File: src/rtl/pipelined_wallace_multiplier.sv
// Pipelined Wallace-tree multiplier with Baugh-Wooley signed support.
// Reduction levels are spread across STAGES registers; the last stage holds the final adder.
module pipelined_wallace_multiplier #(
   parameter int WIDTH  = 32,
   parameter int STAGES = 3
) (
   input  logic                 clk,
   input  logic                 reset,
   input  logic                 in_valid,
   output logic                 in_ready,
   input  logic [WIDTH-1:0]     multiplicand,
   input  logic [WIDTH-1:0]     multiplier,
   input  logic                 signed_mode,
   output logic                 out_valid,
   input  logic                 out_ready,
   output logic [2*WIDTH-1:0]   product,
   output logic                 overflow
);

   localparam int PW    = 2 * WIDTH;
   localparam int NROWS = WIDTH + 1;

   // Row count after a number of 3:2 compression levels.
   function automatic int rows_at(input int lvl);
      int r;
      r = NROWS;
      for (int i = 0; i < lvl; i++) r = 2 * (r / 3) + r % 3;
      return r;
   endfunction

   function automatic int count_levels(input int rows);
      int r;
      int n;
      r = rows;
      n = 0;
      while (r > 2) begin
         r = 2 * (r / 3) + r % 3;
         n++;
      end
      return n;
   endfunction

   localparam int LEVELS = count_levels(NROWS);

   // A level is registered when it closes one of the first STAGES-1 stages.
   function automatic bit is_boundary(input int lvl);
      bit hit;
      hit = 1'b0;
      for (int s = 0; s < STAGES - 1; s++)
         if (((s + 1) * LEVELS) / STAGES == lvl) hit = 1'b1;
      return hit;
   endfunction

   logic stall;
   logic advance;

   assign stall    = out_valid & ~out_ready;
   assign advance  = ~stall;
   assign in_ready = ~reset & ~stall;

   for (genvar l = 0; l <= LEVELS; l++) begin : lv
      localparam int R = rows_at(l);
      logic [PW-1:0] pre_r [R];
      logic [PW-1:0] v_r   [R];
      logic          pre_vld;
      logic          pre_md;
      logic          vld;
      logic          md;

      if (l == 0) begin : gen_pp
         // Baugh-Wooley: complement the bits that pair exactly one sign bit,
         // then add constant ones at bit WIDTH and bit 2*WIDTH-1.
         for (genvar i = 0; i < WIDTH; i++) begin : gen_row
            logic [WIDTH-1:0] inv_mask;
            if (i == WIDTH - 1) begin : gen_last
               assign inv_mask = {1'b0, {(WIDTH-1){signed_mode}}};
            end else begin : gen_mid
               assign inv_mask = {signed_mode, {(WIDTH-1){1'b0}}};
            end
            assign pre_r[i] = PW'(({WIDTH{multiplier[i]}} & multiplicand) ^ inv_mask) << i;
         end
         assign pre_r[WIDTH] = {signed_mode, {(PW-WIDTH-2){1'b0}}, signed_mode, {WIDTH{1'b0}}};
         assign pre_vld = in_valid & in_ready;
         assign pre_md  = signed_mode;
      end else begin : gen_csa
         localparam int RP = rows_at(l - 1);
         localparam int G  = RP / 3;
         for (genvar g = 0; g < G; g++) begin : gen_grp
            logic [PW-1:0] x;
            logic [PW-1:0] y;
            logic [PW-1:0] z;
            assign x = lv[l-1].v_r[3*g];
            assign y = lv[l-1].v_r[3*g+1];
            assign z = lv[l-1].v_r[3*g+2];
            assign pre_r[2*g]   = x ^ y ^ z;
            assign pre_r[2*g+1] = ((x & y) | (x & z) | (y & z)) << 1;
         end
         for (genvar k = 0; k < RP - 3 * G; k++) begin : gen_pass
            assign pre_r[2*G+k] = lv[l-1].v_r[3*G+k];
         end
         assign pre_vld = lv[l-1].vld;
         assign pre_md  = lv[l-1].md;
      end

      if (is_boundary(l)) begin : gen_reg
         always_ff @(posedge clk) begin
            if (reset) begin
               vld <= 1'b0;
            end else if (advance) begin
               vld <= pre_vld;
               md  <= pre_md;
               v_r <= pre_r;
            end
         end
      end else begin : gen_wire
         assign vld = pre_vld;
         assign md  = pre_md;
         assign v_r = pre_r;
      end
   end

   logic [PW-1:0] sum;
   logic          sum_ovf;

   always_comb begin
      sum = lv[LEVELS].v_r[0] + lv[LEVELS].v_r[1];
      if (lv[LEVELS].md)
         sum_ovf = ~((&sum[PW-1:WIDTH-1]) | ~(|sum[PW-1:WIDTH-1]));
      else
         sum_ovf = |sum[PW-1:WIDTH];
   end

   // Output register only loads on real results so bubbles leave product untouched.
   always_ff @(posedge clk) begin
      if (reset) begin
         out_valid <= 1'b0;
         product   <= '0;
         overflow  <= 1'b0;
      end else if (advance) begin
         out_valid <= lv[LEVELS].vld;
         if (lv[LEVELS].vld) begin
            product  <= sum;
            overflow <= sum_ovf;
         end
      end
   end

endmodule

File: config.mk
export PLATFORM = sky130hd
export DESIGN_NAME = pipelined_wallace_multiplier
export DESIGN_NICKNAME = d
export VERILOG_FILES = /design/src/rtl/pipelined_wallace_multiplier.sv
export SDC_FILE = /design/constraint.sdc
export NUM_CORES = 2
export LEC_CHECK = 0
export CORE_MARGIN = 2
export CORE_UTILIZATION = 51
export CTS_BUF_LIST = sky130_fd_sc_hd__clkbuf_16
export DETAILED_ROUTE_END_ITERATION = 8
export PLACE_DENSITY = 0.76
export SLEW_MARGIN = 10
export SYNTH_ARGS = -nofsm -noshare
export SYNTH_HDL_FRONTEND = slang
export SYNTH_SLANG_ARGS = --single-unit
File: constraint.sdc
create_clock -name clk -period 95.5 [get_ports clk]
set_clock_uncertainty 0.2 [all_clocks]
set_input_delay 19.1 -clock clk [delete_from_list [all_inputs] [get_ports clk]]
set_output_delay 19.1 -clock clk [all_outputs]
set_load 0.02 [all_outputs]
Word-level counts from Yosys, hierarchy flattened --
Index checks and enable logic that the tools add are counted.
Word-level totals: output and inout port bits 67, register bits 1153, word-level logic and storage cells 324, input bits 69
Cells by class: bitwise gates (word level) 290, $add $sub $neg 1, muxes and demuxes 1, reductions and logical operators 5
Operators by type and width (count):
- $and 63x63->63 | 27
- $or 63x63->63 | 25
- $and 32x32->32 | 32
- $xor 32x32->32 | 31
- $xor 64x64->64 | 14
- $and 62x63->63 | 2
- $and 59x60->60 | 2
- $xor 59x60->60 | 2
- $and 56x59->59 | 2
- $and 56x58->58 | 2
- $and 53x55->55 | 2
- $or 55x55->55 | 2
- $and 50x51->51 | 2
- $xor 50x51->51 | 2
- $and 47x49->49 | 2
- $and 44x46->46 | 2
- $or 46x46->46 | 2
- $and 38x41->41 | 2
- $and 38x40->40 | 2
- $and 35x37->37 | 2
- $or 37x37->37 | 2
- $add 64x64->64 | 1
- $xor 41x64->64 | 1
- $xor 60x64->64 | 1
- other kinds (126) | 133

Longest topological paths before layout --
word-level depth 15, depth in mapped cells 19

Worst setup path after synthesis --
No wires, ideal clock.
kind input to output, from in reset, to out in_ready, arrival time 50.174 ns, cell stages on the path 4, path buffers 3, slack 26.026 ns, path through clkbuf_1 > clkbuf_1 > buf_1 > nor2_1
Between the ends: cells in the longest elaborated chain, start to end 2
Ends and longest elaborated chain:
- from (decl) | line 8 | input logic reset,
- $not 1->1 (no source line)
- $and 1x1->1 | line 59 | assign in_ready = ~reset & ~stall;
- to (decl) | line 10 | output logic in_ready,
Every way passes these cells.

Worst setup path in the final report --
from in out_ready, to out in_ready
Between the ends: cells in the longest elaborated chain, start to end 4
Ends and longest elaborated chain:
- from (decl) | line 15 | input logic out_ready,
- $not 1->1 | line 57 | assign stall = out_valid & ~out_ready;
- $and 1x1->1 | line 57
- $not 1->1 (no source line)
- $and 1x1->1 | line 59
Every way passes these cells.

==> impl_metrics.json <==
{
  "cts_resized": 0,
  "syn_nets": 5913,
  "insertion_delay_ps": 660,
  "cts_tree": "built",
  "syn_area_per_cell_um2": 12.40,
  "status": "complete, no violations",
  "nets": 5916,
  "antenna_left": 0,
  "fmax_mhz": 24.74,
  "clk_pin_slew_ps": 60,
  "drt_iter0_markers": 3055,
  "dp_hpwl_um": 97550,
  "yosysUniqueCellTypes": 70,
  "h-tree-depth": 3,
  "yosys-top-cells-area": "edfxtp_1, fa_1, and2_1",
  "worstPathArrival_ps": 21120,
  "cap_viol_max_count": 0,
  "antenna_found_initial": 6,
  "multi_input_area_mm2": 0.03135,
  "cts_setup_buffers": 0,
  "grt_overflow": 0,
  "final_area_mm2": 0.06329,
  "required_ps": 76200,
  "synth.top_cell.area_share_pct": 37.72,
  "slew_violations": 0,
  "slew_headroom_pct": 23.15,
  "die_x_um": 341.8,
  "cts_buffers": 85,
  "setup_viol": 0,
  "grt.total_usage_pct": 24.75,
  "holdBufCountCts": 0,
  "drcViolationCount": 0,
  "area_growth_syn_to_layout_pct": 8.759,
  "min_period_over_period_pct": 42.33,
  "rsz0062_at_grt": "false",
  "initial_utilization_pct": 51.59,
  "hold_viol_final": 0,
  "ys_seq_area_share_pct": 40.06,
  "num_rows": 123,
  "critical_path_class": "input pin to primary output",
  "ys_warn_count": 0,
  "routabilityCongestion": 0.8626,
  "synth_ff_type": "edfxtp_1",
  "crit_fanout": 41,
  "grt_pass1_vias": 38204,
  "firstDrtPassIters": 6,
  "dieArea_mm2": 0.1168,
  "portBuffers": 135,
  "cts_buffer_depth": 3,
  "ys_ff_latch": 799,
  "vias_per_cell": 5.575,
  "syn-cell-area_mm2": 0.05819,
  "detail_route.wl_per_cell_um": 22.29,
  "synthArstFlopShare_pct": 0,
  "drive_above_1_share_pct": 4.642,
  "tightest_slew_ps": 1153,
  "grt_max_degree": 182,
  "num_vias": 34921,
  "place_area_mm2": 0.06057,
  "ios": 136,
  "cts_root_buffer": "clkbuf_16",
  "fp.dieH_um": 341.8,
  "clock_sinks": 799,
  "fillCellCount": 8796,
  "synth_edf_count": 731,
  "grt_pass1_wl_um": 219700,
  "finalSetupTns_ps": 0,
  "fin_crit_ps": 40420,
  "hold_class": "flip-flop to flip-flop",
  "coreArea_mm2": 0.1128,
  "endpoint_kind": "primary output",
  "postRouteWirelength_um": 139700,
  "regArea_mm2": 0.02331,
  "synth_area_leader_cell": "edfxtp_1",
  "start_kind": "input pin",
  "synth_cells": 4692
}
==> metrics by stage <==
stage	std cells	util (%)	setup slack, ps	hold WS, ps
finish	6264	56.11	55080	214.6
global route	6261	56.10	54960	225.8
CTS	6261	56.10	55050	217.3
detailed placement	6108	53.69	55060	205.4
global placement	6108	53.69	55030	202.8
floorplan	4692	-	26030	200.3
==> path summary, 6_finish.rpt <==
kind	slack, ps	cells past startpoint	startpoint	to
setup / recovery	55080	5	out_ready	in_ready
hold / removal	210	0	lv[3].gen_csa.gen_grp[2].z[52]	lv[6].gen_csa.gen_grp[0].x[52]
setup reg to reg	89330	18	lv[6].gen_csa.gen_grp[0].x[41]	overflow
hold reg to reg	210	0	lv[3].gen_csa.gen_grp[2].z[52]	lv[6].gen_csa.gen_grp[0].x[52]
==> final cells by class <==
cell class              instances  share of cell area, %
flip-flops and latches        799                  36.83
repair buffers                174                  2.313
multi-input cells            2952                  49.53
clock buffers                  91                  3.598
clock inverters                62                 0.6959
diodes                          3                0.01186
inverters                     683                  4.051
well taps                    1500                  2.965
==> Yosys cell counts, types with 9 or more instances <==
master      n
clkbuf_1  242
nand3_1    18
ha_1      246
nor2_1     81
nor3_1     16
dfxtp_1    68
nand4_1    40
and2_1    699
edfxtp_1  731
and4_1     10
o21ai_0    47
a211oi_1    9
a21oi_1   132
inv_1     683
fa_1      906
xor2_1     28
a21o_1     21
buf_2       9
nand2_1   489
o21a_1     13
xnor2_1    77
==> kinds of logic (layout without fill, tap and decap cells) <==
| logic type | after synthesis | after routing | share of synthesized area, % |
|---|---|---|---|
| xor gates and xnor gates | 105 | 105 | 1.580 |
| muxes | 4 | 4 | 0.06881 |
| other | 0 | 3 | 0 |
| buffers and inverters | 941 | 1010 | 6.089 |
| and+or+nand+nor | 1396 | 1396 | 12.59 |
| AOI/OAI and AO/OA | 295 | 295 | 3.152 |
| adders and majority gates | 1152 | 1152 | 36.46 |
| DFF | 799 | 799 | 40.06 |
==> sequential cells by signal, summed over array words and instances, names as in the netlist <==
name                  count
product                  64
lv.vld                    2
lv.gen_csa.gen_grp.x    229
lv.gen_csa.gen_grp.z    289
lv.gen_csa.gen_grp.y    211
out_valid                 1
lv.md                     2
overflow                  1
==> critical path, cell delays in order <==
cell	delay, ps
clkdlybuf4s50_1	470
nor2b_1	100
nor2_4	90
buf_4	580
clkdlybuf4s50_1	740
==> per-layer routing <==
| metal | wire (um) | vias to the layer above | global-route usage (%) |
|---|---|---|---|
| met4 | 4256 | 6 | 7.957 |
| met3 | 14020 | 300 | 5.739 |
| met2 | 66580 | 1689 | 40.06 |
| li1 | - | 14845 | - |
| met5 | 41 | - | 0 |
| met1 | 54750 | 18081 | 33.31 |
==> cells in the final DEF (no fill, tap or decap), types with 47 or more instances in the layout <==
cell	netlist	routed
and2_1	699	698
clkdlybuf4s50_1	0	96
xnor2_1	77	77
a21oi_1	132	132
dfxtp_1	68	68
nand2_1	489	488
inv_1	683	695
ha_1	246	246
edfxtp_1	731	731
clkbuf_16	0	91
nor2_1	81	80
fa_1	906	906
o21ai_0	47	47
Power is left out: the tool's default activity adds up to more than one toggle a clock period on the data nets, which glitch-free logic cannot reach.
